$ cat src/rtl/truth_table_sweeper.sv
// Sweeps every input vector of an N_IN-input combinational block, captures its truth table and
// compares it against a latched expected table. Optional first-failure capture: TTS_FIRST_FAIL_EN.
module truth_table_sweeper #(
    parameter int N_IN   = 3,
    parameter int SETTLE = 1,
    localparam int TW    = 1 << N_IN
) (
    input  logic            clk,
    input  logic            rst_n,
    input  logic            start,
    input  logic [TW-1:0]   expected,
    output logic [N_IN-1:0] dut_in,
    input  logic            dut_out,
    output logic            busy,
    output logic            done,
    output logic            pass,
    output logic [TW-1:0]   table_q,
    output logic [N_IN:0]   mismatches,
    output logic [N_IN-1:0] first_fail
);

    localparam int CW = (SETTLE > 1) ? $clog2(SETTLE) : 1;

    typedef enum logic [1:0] {IDLE, DRIVE, SAMPLE, FINISH} state_t;

    state_t          state;
    logic [TW-1:0]   expected_q;
    logic [CW-1:0]   cnt;
    logic            exp_bit;
    logic            hit;
    logic            miss;
    logic            last;
    logic [N_IN:0]   mism_next;

    // Case equality so an X/Z response is stored as 0 and always counts as a mismatch.
    assign exp_bit   = expected_q[dut_in];
    assign hit       = (dut_out === 1'b1);
    assign miss      = (dut_out !== exp_bit);
    assign last      = (dut_in == N_IN'(TW - 1));
    assign mism_next = mismatches + {{N_IN{1'b0}}, miss};

    always_ff @(posedge clk or negedge rst_n) begin
        if (!rst_n) begin
            state      <= IDLE;
            expected_q <= '0;
            cnt        <= '0;
            dut_in     <= '0;
            busy       <= 1'b0;
            done       <= 1'b0;
            pass       <= 1'b0;
            table_q    <= '0;
            mismatches <= '0;
        end else begin
            case (state)
                IDLE: begin
                    done <= 1'b0;
                    if (start) begin
                        expected_q <= expected;
                        table_q    <= '0;
                        mismatches <= '0;
                        pass       <= 1'b0;
                        dut_in     <= '0;
                        cnt        <= '0;
                        busy       <= 1'b1;
                        state      <= DRIVE;
                    end
                end
                DRIVE: begin
                    if (cnt == CW'(SETTLE - 1)) state <= SAMPLE;
                    else                        cnt   <= cnt + 1'b1;
                end
                SAMPLE: begin
                    table_q[dut_in] <= hit;
                    mismatches      <= mism_next;
                    if (last) begin
                        done  <= 1'b1;
                        pass  <= (mism_next == '0);
                        state <= FINISH;
                    end else begin
                        dut_in <= dut_in + 1'b1;
                        cnt    <= '0;
                        state  <= DRIVE;
                    end
                end
                FINISH: begin
                    done  <= 1'b0;
                    busy  <= 1'b0;
                    state <= IDLE;
                end
                default: state <= IDLE;
            endcase
        end
    end

`ifdef TTS_FIRST_FAIL_EN
    // No mismatch counted yet this sweep means the current miss is the first one.
    always_ff @(posedge clk or negedge rst_n) begin
        if (!rst_n)
            first_fail <= '0;
        else if (state == IDLE && start)
            first_fail <= '0;
        else if (state == SAMPLE && miss && mismatches == '0)
            first_fail <= dut_in;
    end
`else
    assign first_fail = '0;
`endif

endmodule

$ cat config.mk
export PLATFORM = sky130hd
export DESIGN_NAME = truth_table_sweeper
export DESIGN_NICKNAME = d
export VERILOG_FILES = /design/src/rtl/truth_table_sweeper.sv
export SDC_FILE = /design/constraint.sdc
export NUM_CORES = 1
export LEC_CHECK = 0
export CAP_MARGIN = 10
export CORE_MARGIN = 4
export CORE_UTILIZATION = 54
export DETAILED_ROUTE_END_ITERATION = 10
export GPL_ROUTABILITY_DRIVEN = 0
export MAX_ROUTING_LAYER = met4
export PLACE_DENSITY = 0.84
export SLEW_MARGIN = 0
export SYNTH_ARGS = -nofsm -noshare
export SYNTH_HDL_FRONTEND = slang
export SYNTH_SLANG_ARGS = --single-unit
$ cat constraint.sdc
create_clock -name clk -period 3.8 [get_ports clk]
set_input_delay 0.76 -clock clk [delete_from_list [all_inputs] [get_ports clk]]
set_output_delay 0.76 -clock clk [all_outputs]
set_load 0.01 [all_outputs]
==> flow_summary.json, run 1 <==
{
  "period_needed_ns": 2.49,
  "root_buffer": "clkbuf_4",
  "fp.dieW_um": 61.6,
  "portBuffers": 29,
  "drv_cap": 0,
  "cts_tree": "yes",
  "whs_path_depth": 1,
  "clk_pin_slew_ns": 0.14,
  "fin_crit_sh_pct": 65.4,
  "synth-edff-count": 0,
  "holdWs_ns": 0.507,
  "drt-wirelength-per-cell_um": 15.3,
  "syn-cell-area_mm2": 0.00155,
  "grt_pass1_wl_um": 5180,
  "cpMostUsedCell": "ha_1",
  "timing.final.ws_setup_ns": 1.31,
  "cp-end-kind": "flop",
  "clk_path_buf_depth": 2,
  "num_rows": 19,
  "drive_gt1_share_pct": 7.47,
  "worstSetupPathType": "reg -> reg",
  "hold_class": "reg -> reg",
  "slew-limit-headroom_pct": 59.5,
  "place_hpwl_um": 2380,
  "peakVddDrop_uv": 493,
  "cts.sinks": 28,
  "status": "complete, no violations",
  "crit_slowest_cell": "dfrtp_1",
  "crit_required_ns": 4.05,
  "area_growth_syn_to_layout_pct": 19.0,
  "cts_resized": 0,
  "dp_slack_ns": 1.34,
  "fin_skew_ns": 0.00781,
  "grt_pass1_vias": 1126,
  "crit_chain": "mux2_1 -> a32oi_1 -> o211ai_2 -> xor2_1 -> ha_1 -> ha_1 -> nor2_1 -> nand3_1 -> o21ai_1",
  "rsz0062_at_grt": "no",
  "critPathBufInv": 0,
  "setup_viol": 0,
  "drtIter0Drc": 46,
  "grt_max_degree": 29,
  "n_antenna_cell": 0,
  "crit_arrival_ns": 2.74,
  "viasPerCell": 5.84,
  "insertion_delay_ns": 0.32,
  "cp-start-kind": "flop",
  "crit_fanout": 17,
  "die_h_um": 61.6,
  "max_clock_freq_mhz": 402,
  "synth_cells": 151,
  "yosys_warnings": 0,
  "async_flop_share_pct": 100,
  "worstMarginPinSlew_ns": 0.606,
  "ys.flop_type": "dfrtp_1",
  "postCtsSetupBuffers": 0,
  "start_util_pct": 56.4,
  "ys_ff_latch": 28,
  "grt-ovfl-total": 0,
  "cts-buffers-inserted": 3,
  "first_pass_iters": 4,
  "drc": 0,
  "ios": 33,
  "yosysUniqueCellTypes": 38,
  "antenna_found_initial": 0,
  "cellLeakagePower_nw": 0.792,
  "vias": 1198,
  "power_density_mw_per_mm2": 666,
  "slowest_delay_ns": 0.68,
  "hold_buffers": 0,
  "crit_family": "flip-flops",
  "synth_seq_area_share_pct": 45.1,
  "htreeDepth": 1,
  "wirelength_um": 3140,
  "r2r_slack_ns": 1.31,
  "final_net_count": 195,
  "drv_slew": 0,
  "ff2ff_path_depth": 9,
  "gr-usage-all-layers_pct": 19.1,
  "dieArea_mm2": 0.00380,
  "p_total_mw": 1.23,
  "antenna_left": 0,
  "setup_tns_ns": 0,
  "synth.avg_cell_area_um2": 10.3,
  "finalHoldViolCount": 0,
  "crit_cells": 9,
  "core_mm2": 0.00276
}
-- routing by layer --
layer	GRT usage (%)	routed length, µm	vias to the layer above
li1	-	-	582
met5	-	0	-
met1	24.1	1360	585
met3	3.35	128	6
met2	29.9	1600	25
met4	8.48	50	0
-- logic make-up after synthesis --
family	count (synthesis)	share of synthesized area, %
compound gates	45	18.6
simple gates	35	11.7
flops	28	45.1
buf+inv	17	5.80
mux	15	11.3
fa+ha+maj	7	5.64
xor+xnor	3	1.69
other cells	1	0.241
-- cell type report --
type                            count  area (µm²)
Clock buffer                        3        22.5
Inverter                            5        18.8
Fill cell                         225         908
Timing Repair Buffer               30         298
Tap cell                           31        38.8
Sequential cell                    28         701
Multi-Input combinational cell    108         771
-- worst paths after layout --
check	endpoint	startpoint
min reg2reg	expected_q[7]	expected_q[7]
min	expected_q[7]	expected_q[7]
max in group asynchronous	state[1]	rst_n
max reg2reg	pass	dut_in[1]
max	pass	dut_in[1]
min in group asynchronous	expected_q[6]	rst_n
-- registers in the layout, summed over array words and instances (netlist names) --
signal      cells
mismatches      4
dut_in          3
state           2
pass            1
table_q         8
busy            1
expected_q      8
done            1
-- synth_stat cells, drive strengths merged, types with 2 or more instances --
library cell,count,area [µm²]
buf,10,63.8
nor3,4,25.0
nor2,5,26.3
mux2,10,113
o21ai,20,100
a22o,5,43.8
inv,5,18.8
nand3,4,20.0
a31oi,3,18.8
mux2i,5,62.6
a32oi,2,17.5
nor2b,5,31.3
dfrtp,28,701
nand2,12,45.0
ha,7,87.6
clkbuf,2,7.51
a22oi,2,15.0
nand2b,2,12.5
nor3b,2,15.0
a21oi,5,25.0
o21a,2,15.0
o221ai,2,17.5
xor2,2,17.5
-- per-stage QoR --
step | area, µm² | std cells | util [%]
after CTS | 1850 | 205 | 67.1
after global routing | 1850 | 205 | 67.1
final | 1850 | 205 | 67.1
after floorplan | 1560 | 153 | -
after global placement | 1830 | 202 | 66.2
after detailed placement | 1830 | 202 | 66.2
-- power breakdown --
group | switching, mW | leakage (nW) | total (mW) | internal (mW)
Clock | 0.0834 | 0.0138 | 0.121 | 0.0372
Sequential | 0.109 | 0.363 | 0.499 | 0.391
Combinational | 0.312 | 0.415 | 0.612 | 0.301
-- worst register-to-register path, delay by kind of cell (launching register included) --
| family | cells | cell delay [ns] |
|---|---|---|
| compound gates | 3 | 0.49 |
| xor+xnor | 1 | 0.17 |
| fa+ha+maj | 2 | 0.51 |
| flops | 1 | 0.68 |
| mux | 1 | 0.38 |
| simple gates | 2 | 0.19 |
-- cells in the final DEF (no fill, tap or decap), drive strengths merged, types with 3 or more instances in the layout --
cell type      instances
nand2                 12
nand3                  4
conb                   3
clkbuf                 3
nor3                   4
nor2b                  5
inv                    5
o21ai                 20
mux2i                  5
a22o                   5
a31oi                  3
dfrtp                 28
a21oi                  5
ha                     7
mux2                  10
nor2                   5
clkdlybuf4s50         29
Power figures use the tool's default switching activity.
==> run 2, diff against run 1 <==
--- a/config.mk
+++ b/config.mk
@@ -7,11 +7,11 @@
 export LEC_CHECK = 0
 export CAP_MARGIN = 10
 export CORE_MARGIN = 4
-export CORE_UTILIZATION = 54
+export CORE_UTILIZATION = 50
 export DETAILED_ROUTE_END_ITERATION = 10
 export GPL_ROUTABILITY_DRIVEN = 0
 export MAX_ROUTING_LAYER = met4
-export PLACE_DENSITY = 0.84
+export PLACE_DENSITY = 0.79
 export SLEW_MARGIN = 0
 export SYNTH_ARGS = -nofsm -noshare
 export SYNTH_HDL_FRONTEND = slang
==> constraint.sdc (replaced) <==
create_clock -name clk -period 2.4 [get_ports clk]
set_input_delay 0.48 -clock clk [delete_from_list [all_inputs] [get_ports clk]]
set_output_delay 0.48 -clock clk [all_outputs]
set_load 0.01 [all_outputs]
==> run 2 against run 1 <==
Compared with the run above:
- routed wire length is 2.7% higher
- clock-buffer cell count did not move
- flip-flop and latch count stayed put
- worst hold slack lost 0.0067 ns
- maximum frequency rose by 16%
- critical path type unchanged
- largest cell class unchanged
==> flow_summary.json, run 2 (synthesis results as in run 1) <==
{
  "status": "complete, no violations",
  "wl_met2_um": 1650,
  "reg2reg_to": "pass",
  "crit_chain": "buf_4 -> nor2b_1 -> a32oi_1 -> o211ai_2 -> xor2_1 -> ha_1 -> ha_1 -> nor3_1 -> a31oi_1 -> o21ai_1",
  "finalHoldViolCount": 0,
  "clk_pin_slew_ns": 0.16,
  "die_h_um": 63.8,
  "worstSetupPathType": "reg -> reg",
  "cpMostUsedCell": "ha_1",
  "dp_slack_ns": 0.254,
  "top_regs": "expected_q x8, table_q x8, mismatches x4",
  "first_pass_iters": 4,
  "m1WireLength_um": 1410,
  "dieArea_mm2": 0.00406,
  "core_mm2": 0.00285,
  "top_layer": "met4",
  "hold_class": "in -> async",
  "cp-start-kind": "flop",
  "slowest_delay_ns": 0.42,
  "rsz0062_at_grt": "no",
  "crit_required_ns": 2.67,
  "peakVddDrop_uv": 572,
  "mostFrequentLayoutCells": "clkdlybuf4s50_1, dfrtp_1, o21ai_1",
  "wirelength_um": 3220,
  "r2r_slack_ns": 0.25,
  "area_growth_syn_to_layout_pct": 23.3,
  "wl_met3_um": 135,
  "power_density_mw_per_mm2": 1110,
  "cp-end-kind": "flop",
  "drv_slew": 0,
  "drv_cap": 0,
  "drive_gt1_share_pct": 10.6,
  "root_buffer": "clkbuf_4",
  "cts-buffers-inserted": 3,
  "postCtsSetupBuffers": 0,
  "crit_arrival_ns": 2.42,
  "startpoint": "dut_in[1]",
  "viasPerCell": 5.74,
  "cts.sinks": 28,
  "setup_viol": 0,
  "cts_resized": 0,
  "fin_util_pct": 67.2,
  "clk_path_buf_depth": 2,
  "setup_tns_ns": 0,
  "grt_pass1_vias": 1278,
  "drt-wirelength-per-cell_um": 15.3,
  "ff2ff_path_depth": 10,
  "num_rows": 19,
  "start_util_pct": 54.5,
  "antenna_left": 0,
  "insertion_delay_ns": 0.33,
  "place_hpwl_um": 2450,
  "htreeDepth": 1,
  "ios": 33,
  "final_net_count": 200,
  "max_clock_freq_mhz": 466,
  "timing.final.ws_setup_ns": 0.254,
  "hold_buffers": 0,
  "final_common_cell": "clkdlybuf4s50_1",
  "grt-ovfl-total": 0,
  "cts_tree": "yes",
  "vias": 1211,
  "drc": 0,
  "grt_max_degree": 29,
  "fin_skew_ns": 0.0161,
  "cellLeakagePower_nw": 0.831,
  "drtIter0Drc": 33,
  "n_antenna_cell": 0,
  "gr-usage-all-layers_pct": 18.2,
  "antenna_found_initial": 0,
  "portBuffers": 29,
  "fin_crit_sh_pct": 89.4,
  "r2r-start": "dut_in[1]",
  "crit_fanout": 15,
  "grt_pass1_wl_um": 5780,
  "fp.dieW_um": 63.8,
  "crit_slowest_cell": "dfrtp_1",
  "period_needed_ns": 2.15
}
## run 2: worst max-delay path by stage
stage | endpoint | slack (ns) | cells after the start
6_report | pass | 0.25 | 10
5_1_grt | pass | 0.11 | 10
4_1_cts | pass | 0.23 | 9
3_5_place_dp | pass | 0.25 | 9
3_3_place_gp | pass | 0.33 | 7
2_1_floorplan | pass | 0.28 | 9
## run 2: metrics by stage
stage,power [mW],cells,hold WS (ns),area (µm²)
5_1_grt,2.30,211,0.523,1920
4_1_cts,2.15,211,0.514,1920
6_report,2.13,211,0.501,1920
2_1_floorplan,1.50,153,0.184,1560
3_3_place_gp,1.78,207,0.476,1860
3_5_place_dp,1.83,207,0.481,1860
## run 2: critical path, delay by kind of cell (launching register included)
kind / cells / cell delay, ns
compound gates: 4 / 0.56
xor+xnor: 1 / 0.15
fa+ha+maj: 2 / 0.44
buf+inv: 1 / 0.21
flops: 1 / 0.42
simple gates: 2 / 0.30
## run 2: metal layers
| layer | vias to the layer above | GRT usage (%) |
|---|---|---|
| met1 | 590 | 21.5 |
| met4 | 0 | 5.66 |
| li1 | 590 | - |
| met3 | 2 | 2.80 |
| met2 | 29 | 31.8 |
| met5 | - | - |
## run 2: final cells by class
class / instances / area (µm²)
Clock inverter: 1 / 30.0
Timing Repair Buffer: 35 / 335
Sequential cell: 28 / 701
Inverter: 5 / 18.8
Tap cell: 31 / 38.8
Clock buffer: 3 / 22.5
Multi-Input combinational cell: 108 / 771
Fill cell: 224 / 936
## run 2: report_power, final
part	internal [mW]	switching (mW)
Sequential	0.620	0.123
Combinational	0.519	0.557
Clock	0.169	0.139
Total	1.31	0.819
==> run 3, diff against run 2 <==
--- a/config.mk
+++ b/config.mk
@@ -6,10 +6,12 @@
 export NUM_CORES = 1
 export LEC_CHECK = 0
 export CAP_MARGIN = 10
+export CORE_ASPECT_RATIO = 1.75
 export CORE_MARGIN = 4
 export CORE_UTILIZATION = 50
 export DETAILED_ROUTE_END_ITERATION = 10
 export GPL_ROUTABILITY_DRIVEN = 0
+export HOLD_SLACK_MARGIN = 0.03
 export MAX_ROUTING_LAYER = met4
 export PLACE_DENSITY = 0.79
 export SLEW_MARGIN = 0
==> run 3 against run 2 <==
Compared with the run above:
- core utilization fell by 1.6 points
- non-clock buffer count did not move
- via count rose by 0.91%
- final area rose by 1.2%
==> flow_summary.json, run 3 (synthesis results as in run 1) <==
{
  "status": "complete, no violations",
  "vias": 1222,
  "num_rows": 26,
  "drc": 0,
  "root_buffer": "clkbuf_8",
  "core_mm2": 0.00296,
  "cpMostUsedCell": "ha_1",
  "top_regs": "expected_q x8, table_q x8, mismatches x4",
  "cp-end-kind": "flop",
  "slowest_delay_ns": 0.49,
  "area_growth_syn_to_layout_pct": 24.9,
  "clk_pin_slew_ns": 0.09,
  "cellLeakagePower_nw": 0.833,
  "gr-usage-all-layers_pct": 19.1,
  "drive_gt1_share_pct": 11.7,
  "insertion_delay_ns": 0.27,
  "viasPerCell": 5.50,
  "setup_viol": 0,
  "grt_pass1_wl_um": 5950,
  "fin_skew_ns": 0.00308,
  "multiInputGateArea_um2": 778,
  "drtIter0Drc": 47,
  "cts_tree": "yes",
  "hold_class": "reg -> reg",
  "period_needed_ns": 2.18,
  "max_clock_freq_mhz": 459,
  "die_h_um": 81.8,
  "crit_arrival_ns": 2.38,
  "place_hpwl_um": 2600,
  "antenna_found_initial": 0,
  "drv_cap": 0,
  "peakVddDrop_uv": 624,
  "first_pass_iters": 4,
  "final_common_cell": "clkdlybuf4s50_1",
  "drt-wirelength-per-cell_um": 15.1,
  "final_net_count": 200,
  "fin_util_pct": 65.6,
  "fp.dieW_um": 50.1,
  "p_total_mw": 2.12,
  "htreeDepth": 1,
  "start_util_pct": 52.5,
  "stdcell_area_mm2": 0.00194,
  "n_antenna_cell": 0,
  "crit_fanout": 10,
  "clk_path_buf_depth": 2,
  "grt-ovfl-total": 0,
  "placed_area_mm2": 0.00188,
  "dieArea_mm2": 0.00410,
  "crit_slowest_cell": "dfrtp_1",
  "mostFrequentLayoutCells": "clkdlybuf4s50_1, dfrtp_1, o21ai_1",
  "finalHoldViolCount": 0,
  "fillers": 246,
  "antenna_left": 0,
  "grt_max_degree": 29,
  "cts-buffers-inserted": 3,
  "portBuffers": 29,
  "hold_buffers": 0,
  "crit_chain": "nor2b_2 -> a32oi_1 -> o211ai_2 -> xor2_1 -> ha_1 -> ha_1 -> nor3_2 -> a31oi_1 -> o21ai_1",
  "wirelength_um": 3340,
  "seq_area_um2": 701,
  "setup_tns_ns": 0,
  "drv_slew": 0,
  "grt_pass1_vias": 1309,
  "ios": 33,
  "fin_crit_sh_pct": 90.9,
  "rsz0062_at_grt": "no",
  "power_density_mw_per_mm2": 1090,
  "cts.sinks": 28,
  "crit_required_ns": 2.60,
  "cp-start-kind": "flop",
  "worstSetupPathType": "reg -> reg"
}
[run 3: path summary, 6_finish.rpt]
check,from,slack (ns),endpoint,cells after the start
worst min register to register,expected_q[0],0.51,expected_q[0],1
worst max-delay path,dut_in[2],0.22,pass,9
worst min-delay path,expected_q[0],0.51,expected_q[0],1
max in group asynchronous,rst_n,1.57,done,2
min in group asynchronous,rst_n,0.58,expected_q[6],2
worst max register to register,dut_in[2],0.22,pass,9
[run 3: final cells by class]
| class | count | share of cell area, % |
|---|---|---|
| Tap cell | 42 | 2.71 |
| Timing Repair Buffer | 35 | 17.3 |
| Clock buffer | 4 | 2.84 |
| Multi-Input combinational cell | 108 | 40.1 |
| Inverter | 5 | 0.967 |
| Sequential cell | 28 | 36.1 |
[run 3: metrics by stage]
stage	instances	hold slack [ns]	setup slack, ns
2_1_floorplan	153	0.184	0.285
3_3_place_gp	218	0.471	0.288
3_5_place_dp	218	0.488	0.150
4_1_cts	222	0.513	0.123
5_1_grt	222	0.523	0.00232
6_report	222	0.510	0.219
[run 3: power by group]
| group | internal, mW | total [mW] | leakage [nW] | switching [mW] |
|---|---|---|---|---|
| Clock | 0.147 | 0.293 | 0.0288 | 0.146 |
| Combinational | 0.522 | 1.09 | 0.442 | 0.565 |
| Sequential | 0.621 | 0.744 | 0.363 | 0.123 |
[run 3: routing by layer]
metal,routed length (µm),GRT usage (%)
met1,1340,22.4
met2,1840,32.6
met3,117,1.45
met4,52,9.70
met5,0,-
[run 3: what timing repair did]
action,in CTS,in global routing
resized for setup,0,2
setup buffers,0,0
endpoints found under the setup margin,0,1
[run 3: worst max-delay path, delay by kind of cell (launching register included)]
| kind | cells | cell delay (ns) |
|---|---|---|
| AO/OA/AOI/OAI | 4 | 0.55 |
| flip-flops | 1 | 0.49 |
| adder cells (fa/ha/maj) | 2 | 0.47 |
| AND/OR/NAND/NOR | 2 | 0.44 |
| XOR/XNOR | 1 | 0.16 |
